**src/rtl/writeback_unit.sv**
```systemverilog
// Final RV32I stage: writes ALU results and aligned/extended load data to the register file.
// Optional WB_BYPASS_EN adds a forwarding port for the cycle a regfile write is pending.
module writeback_unit #(
  parameter int unsigned TIMEOUT = 16,
  parameter int unsigned CNT_W   = 32
) (
  input  logic             clk_i,
  input  logic             rst_ni,
  input  logic             in_valid_i,
  output logic             in_ready_o,
  input  logic [4:0]       in_rd_i,
  input  logic [31:0]      in_result_i,
  input  logic             in_wb_en_i,
  input  logic             in_is_load_i,
  input  logic [2:0]       in_funct3_i,
  input  logic [1:0]       in_addr_lo_i,
  input  logic             mem_rvalid_i,
  input  logic [31:0]      mem_rdata_i,
`ifdef WB_BYPASS_EN
  input  logic [4:0]       byp_rs1_i,
  input  logic [4:0]       byp_rs2_i,
  output logic             fwd_rs1_hit_o,
  output logic             fwd_rs2_hit_o,
  output logic [31:0]      fwd_data_o,
`endif
  output logic             wrt_en_o,
  output logic [4:0]       oprd_o,
  output logic [31:0]      wrt_data_o,
  output logic             load_err_o,
  output logic [CNT_W-1:0] retire_cnt_o
);

  localparam int unsigned WaitW = $clog2(TIMEOUT);
  localparam logic [WaitW-1:0] WaitLast = WaitW'(TIMEOUT - 1);

  typedef enum logic [0:0] {StIdle, StWaitMem} state_e;

  state_e             state_q, state_d;
  logic [WaitW-1:0]   wait_cnt_q, wait_cnt_d;
  logic [4:0]         rd_q, rd_d;
  logic               wb_en_q, wb_en_d;
  logic [2:0]         funct3_q, funct3_d;
  logic [1:0]         addr_lo_q, addr_lo_d;
  logic               wrt_en_q, wrt_en_d;
  logic [4:0]         oprd_q, oprd_d;
  logic [31:0]        wrt_data_q, wrt_data_d;
  logic               load_err_q, load_err_d;
  logic [CNT_W-1:0]   retire_cnt_q, retire_cnt_d;

  logic               load_bad;
  logic [7:0]         ld_byte;
  logic [15:0]        ld_half;
  logic [31:0]        ld_value;

  // Unsupported funct3 or a halfword/word address not naturally aligned.
  always_comb begin
    load_bad = 1'b0;
    case (in_funct3_i)
      3'b000, 3'b100: load_bad = 1'b0;
      3'b001, 3'b101: load_bad = in_addr_lo_i[0];
      3'b010:         load_bad = (in_addr_lo_i != 2'b00);
      default:        load_bad = 1'b1;
    endcase
  end

  always_comb begin
    ld_byte  = mem_rdata_i[{addr_lo_q, 3'b000} +: 8];
    ld_half  = mem_rdata_i[{addr_lo_q[1], 4'b0000} +: 16];
    ld_value = mem_rdata_i;
    case (funct3_q)
      3'b000:  ld_value = {{24{ld_byte[7]}}, ld_byte};
      3'b001:  ld_value = {{16{ld_half[15]}}, ld_half};
      3'b100:  ld_value = {24'h000000, ld_byte};
      3'b101:  ld_value = {16'h0000, ld_half};
      default: ld_value = mem_rdata_i;
    endcase
  end

  assign in_ready_o = (state_q == StIdle);

  always_comb begin
    state_d      = state_q;
    wait_cnt_d   = wait_cnt_q;
    rd_d         = rd_q;
    wb_en_d      = wb_en_q;
    funct3_d     = funct3_q;
    addr_lo_d    = addr_lo_q;
    wrt_en_d     = 1'b0;
    oprd_d       = oprd_q;
    wrt_data_d   = wrt_data_q;
    load_err_d   = 1'b0;
    retire_cnt_d = retire_cnt_q;

    case (state_q)
      StIdle: begin
        if (in_valid_i) begin
          if (!in_is_load_i) begin
            wrt_en_d     = in_wb_en_i && (in_rd_i != 5'd0);
            retire_cnt_d = retire_cnt_q + CNT_W'(1);
            if (wrt_en_d) begin
              oprd_d     = in_rd_i;
              wrt_data_d = in_result_i;
            end
          end else if (load_bad) begin
            load_err_d   = 1'b1;
            retire_cnt_d = retire_cnt_q + CNT_W'(1);
          end else begin
            rd_d       = in_rd_i;
            wb_en_d    = in_wb_en_i;
            funct3_d   = in_funct3_i;
            addr_lo_d  = in_addr_lo_i;
            wait_cnt_d = '0;
            state_d    = StWaitMem;
          end
        end
      end
      StWaitMem: begin
        // Data arriving on the final allowed cycle still beats the timeout.
        if (mem_rvalid_i) begin
          wrt_en_d     = wb_en_q && (rd_q != 5'd0);
          retire_cnt_d = retire_cnt_q + CNT_W'(1);
          state_d      = StIdle;
          if (wrt_en_d) begin
            oprd_d     = rd_q;
            wrt_data_d = ld_value;
          end
        end else if (wait_cnt_q == WaitLast) begin
          load_err_d   = 1'b1;
          retire_cnt_d = retire_cnt_q + CNT_W'(1);
          state_d      = StIdle;
        end else begin
          wait_cnt_d = wait_cnt_q + WaitW'(1);
        end
      end
      default: state_d = StIdle;
    endcase
  end

  always_ff @(posedge clk_i or negedge rst_ni) begin
    if (!rst_ni) begin
      state_q      <= StIdle;
      wait_cnt_q   <= '0;
      rd_q         <= '0;
      wb_en_q      <= 1'b0;
      funct3_q     <= '0;
      addr_lo_q    <= '0;
      wrt_en_q     <= 1'b0;
      oprd_q       <= '0;
      wrt_data_q   <= '0;
      load_err_q   <= 1'b0;
      retire_cnt_q <= '0;
    end else begin
      state_q      <= state_d;
      wait_cnt_q   <= wait_cnt_d;
      rd_q         <= rd_d;
      wb_en_q      <= wb_en_d;
      funct3_q     <= funct3_d;
      addr_lo_q    <= addr_lo_d;
      wrt_en_q     <= wrt_en_d;
      oprd_q       <= oprd_d;
      wrt_data_q   <= wrt_data_d;
      load_err_q   <= load_err_d;
      retire_cnt_q <= retire_cnt_d;
    end
  end

  assign wrt_en_o     = wrt_en_q;
  assign oprd_o       = oprd_q;
  assign wrt_data_o   = wrt_data_q;
  assign load_err_o   = load_err_q;
  assign retire_cnt_o = retire_cnt_q;

`ifdef WB_BYPASS_EN
  assign fwd_rs1_hit_o = wrt_en_q && (oprd_q == byp_rs1_i) && (byp_rs1_i != 5'd0);
  assign fwd_rs2_hit_o = wrt_en_q && (oprd_q == byp_rs2_i) && (byp_rs2_i != 5'd0);
  assign fwd_data_o    = wrt_data_q;
`endif

endmodule
```
**config.mk**
```make
export PLATFORM = sky130hd
export DESIGN_NAME = writeback_unit
export DESIGN_NICKNAME = d
export VERILOG_FILES = /design/src/rtl/writeback_unit.sv
export SDC_FILE = /design/constraint.sdc
export NUM_CORES = 1
export LEC_CHECK = 0
export ABC_AREA = 0
export CORE_ASPECT_RATIO = 0.9
export CORE_MARGIN = 2
export CORE_UTILIZATION = 40
export CTS_CLUSTER_SIZE = 20
export DETAILED_ROUTE_END_ITERATION = 7
export PLACE_DENSITY = 0.76
export SYNTH_ARGS = -nofsm -noshare
export SYNTH_HDL_FRONTEND = slang
export SYNTH_SLANG_ARGS = --single-unit
```
**constraint.sdc**
```tcl
create_clock -name clk_i -period 4.4 [get_ports clk_i]
set_clock_uncertainty 0.15 [all_clocks]
set_input_delay 1.1 -clock clk_i [delete_from_list [all_inputs] [get_ports clk_i]]
set_output_delay 1.1 -clock clk_i [all_outputs]
set_load 0.02 [all_outputs]
```
==> impl_metrics.prom <==
# TYPE chip_impl_metric gauge
chip_impl_info{name="run_status",value="finished clean"} 1
chip_impl_metric{name="syn-num-nets",unit=""} 529
chip_impl_info{name="timing.critical_path.to_type",value="register"} 1
chip_impl_metric{name="first_pass_iters",unit=""} 5
chip_impl_metric{name="layout-area-overhead-vs-synth",unit="%"} 40.9
chip_impl_metric{name="worst_slew_margin_rel",unit="%"} 32.6
chip_impl_metric{name="timing_max_transition_violations_final",unit=""} 0
chip_impl_metric{name="asyncSetResetFlopFracSynth",unit="%"} 100
chip_impl_metric{name="share_comb_of_total_power",unit="%"} 36.7
chip_impl_metric{name="netSwitchingPower",unit="mW"} 1.05
chip_impl_info{name="cp-start-kind",value="input port"} 1
chip_impl_metric{name="yosysWarningCount",unit=""} 0
chip_impl_metric{name="top_level_i_o_count",unit=""} 152
chip_impl_metric{name="netlist.area_leader.share",unit="%"} 47.7
chip_impl_metric{name="cp_num_buf_inv",unit=""} 2
chip_impl_info{name="top_cells_by_count_synth",value="87 x dfrtp_1, 51 x nor2_1, 37 x a21oi_1"} 1
chip_impl_metric{name="overflow",unit=""} 0
chip_impl_metric{name="setup-tns-final",unit="ns"} 0
chip_impl_metric{name="synth_cells",unit=""} 447
chip_impl_metric{name="timing.max_cap.violations",unit=""} 0
chip_impl_metric{name="antenna_found_initial",unit=""} 0
chip_impl_metric{name="post_synth_mux_area_share",unit="%"} 9.22
chip_impl_metric{name="first_iter_violations",unit=""} 517
chip_impl_metric{name="xor_xnor_cell_area_share_of_the_yosys_netlist",unit="%"} 5.95
chip_impl_metric{name="maxClockFrequency",unit="MHz"} 292
chip_impl_metric{name="gpl.final_weighted_congestion",unit=""} 0.889
chip_impl_metric{name="r2r_setup_slack",unit="ns"} 1.59
chip_impl_metric{name="ctsHoldBuffers",unit=""} 0
chip_impl_metric{name="num-nets-final",unit=""} 668
chip_impl_metric{name="ys_ff_latch",unit=""} 87
chip_impl_metric{name="share_of_cells_above_drive_strength_1",unit="%"} 10.5
chip_impl_metric{name="clk-insertion-delay-late",unit="ns"} 0.34
chip_impl_metric{name="timing_hold_violations_final",unit=""} 0
chip_impl_metric{name="power.switching_fraction",unit="%"} 34.7
chip_impl_metric{name="vdd.ir_drop.worst",unit="uV"} 272
chip_impl_info{name="min_path_type",value="register to register"} 1
chip_impl_metric{name="remaining_drc_errors",unit=""} 0
chip_impl_metric{name="first_global_vias",unit=""} 4060
chip_impl_info{name="post_synth_main_area_contributors",value="dfrtp_1 48%, mux2_2 4.4%, nor2_1 4.2%, a21oi_1 4.1%, a221oi_1 3.1%"} 1
chip_impl_metric{name="post_synth_fa_ha_maj_area_fraction",unit="%"} 0.549
chip_impl_info{name="synth-main-ff-cell",value="dfrtp_1"} 1
chip_impl_metric{name="port_buffer_count",unit=""} 151
chip_impl_metric{name="diodes",unit=""} 0
chip_impl_metric{name="final.min_clock_period",unit="ns"} 3.42
chip_impl_metric{name="ant_nets",unit=""} 0
chip_impl_metric{name="post-layout-total-power",unit="mW"} 3.03
chip_impl_metric{name="power_frac_clock",unit="%"} 24.4
chip_impl_metric{name="share_of_the_synthesized_area_in_compound_gates_ao_oa_aoi_oai",unit="%"} 15.0
chip_impl_metric{name="crit_path_max_incr_delay",unit="ns"} 0.55
chip_impl_metric{name="grt_max_degree",unit=""} 42
chip_impl_metric{name="cts-root-to-sink-buffers",unit=""} 2
chip_impl_info{name="post-synth-top-area-cell",value="dfrtp_1"} 1
chip_impl_metric{name="vias",unit=""} 4193
chip_impl_metric{name="worst-endpoint-required",unit="ns"} 4.43
chip_impl_info{name="worstPathCellList",value="clkdlybuf4s50_1 > or4_1 > o2111ai_1 > nand2_2 > buf_4 > nor2_1 > a21oi_1"} 1
chip_impl_metric{name="grt_first_pass_wirelength",unit="um"} 21600
chip_impl_metric{name="wirelength",unit="um"} 13900
chip_impl_metric{name="place_hpwl",unit="um"} 9930
chip_impl_metric{name="design.core.area",unit="um2"} 11000
chip_impl_metric{name="count_of_h_tree_levels_built_during_cts",unit=""} 3
chip_impl_metric{name="post-cts-setup-buffer-count",unit=""} 0
chip_impl_metric{name="initial_utilization",unit="%"} 41.5
chip_impl_metric{name="power.density",unit="nW/um2"} 471
chip_impl_metric{name="cts_sinks",unit=""} 87
chip_impl_metric{name="detail_route.vias_per_cell",unit=""} 5.65
chip_impl_metric{name="arrival",unit="ns"} 3.45
chip_impl_metric{name="synth_edf_count",unit=""} 0
chip_impl_metric{name="setup_violators_final",unit=""} 0
chip_impl_metric{name="grt_util_all_layers",unit="%"} 22.6
chip_impl_metric{name="clk_pin_slew_worst_paths",unit="ns"} 0.06
chip_impl_info{name="grt_setup_unrepaired",value="no"} 1
chip_impl_metric{name="synthesis.area_per_instance",unit="um2"} 10.2
chip_impl_metric{name="power.leakage",unit="nW"} 2.54
chip_impl_info{name="clock-root-buffer",value="clkbuf_16"} 1
chip_impl_info{name="tritoncts",value="yes"} 1
chip_impl_metric{name="synth.cell_area",unit="um2"} 4560
chip_impl_metric{name="floorplan.rows",unit=""} 36
chip_impl_info{name="cpLargestDelayFamily",value="simple AND/OR/NAND/NOR gates"} 1
chip_impl_metric{name="layout_worst_path_cycle_share",unit="%"} 77.7
chip_impl_metric{name="seqPwrFrac",unit="%"} 39.0
chip_impl_metric{name="postcts_resize_cnt",unit=""} 0
chip_impl_metric{name="ys_seq_area_share",unit="%"} 47.7
chip_impl_info{name="timing.critical_path.slowest_stage_cell",value="or4_1"} 1
chip_impl_metric{name="chipWidth",unit="um"} 117
chip_impl_info{name="crit_type",value="input port to register"} 1
chip_impl_info{name="synthMostInstantiatedCell",value="dfrtp_1"} 1
chip_impl_metric{name="critical_path.max_fanout",unit=""} 41
chip_impl_metric{name="cts_inserted_buffers",unit=""} 9
chip_impl_metric{name="tightestPinTransition",unit="ns"} 1.01
chip_impl_metric{name="die_height",unit="um"} 105
chip_impl_metric{name="routedWlPerCell",unit="um"} 18.8
chip_impl_metric{name="cell_internal_pwr",unit="mW"} 1.97
chip_impl_info{name="main_combinational_cell_family_by_area_after_synthesis",value="simple AND/OR/NAND/NOR gates"} 1
chip_impl_metric{name="floorplan.die_area",unit="um2"} 12300
chip_impl_metric{name="ys_types",unit=""} 52
chip_impl_metric{name="synth_simple_gate_area_share",unit="%"} 17.6
==> cells by family (layout without fill, tap and decap cells) <==
logic type | count (synthesis) | count (layout)
fa+ha+maj | 2 | 2
flops | 87 | 87
buf+inv | 34 | 177
xor+xnor | 31 | 31
mux | 34 | 34
compound gates | 100 | 100
simple gates | 159 | 159
==> power groups by stage <==
stage                     clock network, mW  registers (mW)  logic [mW]
final                                 0.737            1.18        1.11
after global routing                  0.782            1.21        1.19
after CTS                             0.752            1.18        1.12
after detailed placement                  0            1.19        1.11
after floorplan                           0            1.32       0.448
after global placement                    0            1.18        1.09
==> layer usage <==
layer	vias to the layer above	GRT usage, %	share of wire (%)
met5	-	0	0
met4	0	9.66	2.9
met2	222	35.0	44
li1	1910	-	-
met1	2029	30.1	43
met3	32	5.58	9.4
==> registers in the layout, summed over array words and instances (netlist names), 2 cells and up <==
register	cells
addr_lo_q	2
retire_cnt_o	32
oprd_o	5
wait_cnt_q	4
rd_q	5
funct3_q	3
wrt_data_o	32
==> final cells by class <==
cell class / count / area (um2)
clock buffer: 12 / 267
timing repair buffer: 156 / 1550
fill: 926 / 4560
inverter: 6 / 22.5
sequential: 87 / 2180
multi-input combinational: 326 / 2210
clock inverter: 3 / 17.5
tap: 152 / 190
==> per-stage QoR <==
stage / worst slack, ns / hold WS, ns / cells / util (%) / area [um2]
finish: 0.979 / 0.323 / 742 / 58.5 / 6430
global route: 0.826 / 0.341 / 742 / 58.5 / 6430
CTS: 0.988 / 0.327 / 742 / 58.5 / 6430
detailed placement: 0.681 / 0.318 / 727 / 55.9 / 6140
global placement: 0.760 / 0.311 / 727 / 55.9 / 6140
floorplan: 1.78 / 0.329 / 447 / - / 4560
==> path summary, 6_finish.rpt <==
kind / startpoint / endpoint / cells after the start
max in group asynchronous: rst_ni / rd_q[0]$_DFFE_PN0P_ / 2
min in group asynchronous: rst_ni / wrt_data_o[6]$_DFFE_PN0P_ / 1
hold / removal: retire_cnt_o[31]$_DFFE_PN0P_ / retire_cnt_o[31]$_DFFE_PN0P_ / 1
setup reg to reg: addr_lo_q[1]$_DFFE_PN0P_ / wrt_data_o[18]$_DFFE_PN0P_ / 5
hold reg to reg: retire_cnt_o[31]$_DFFE_PN0P_ / retire_cnt_o[31]$_DFFE_PN0P_ / 1
setup / recovery: in_rd_i[2] / wrt_data_o[23]$_DFFE_PN0P_ / 7
==> cell usage in the layout, fill, tap and decap left out, drive strengths merged, types with 5 or more instances in the layout <==
master / count
mux2i: 6
clkbuf: 12
nand3: 17
nand2: 34
o22ai: 11
o211ai: 9
dfrtp: 87
nand4: 11
nor3b: 7
nand2b: 6
xnor2: 16
nor2: 52
nor3: 5
mux2: 27
buf: 6
o21bai: 7
a221oi: 16
a21oi: 38
nor4: 10
xor2: 15
a31oi: 7
clkdlybuf4s50: 150
inv: 6
Power figures use the tool's default switching activity.
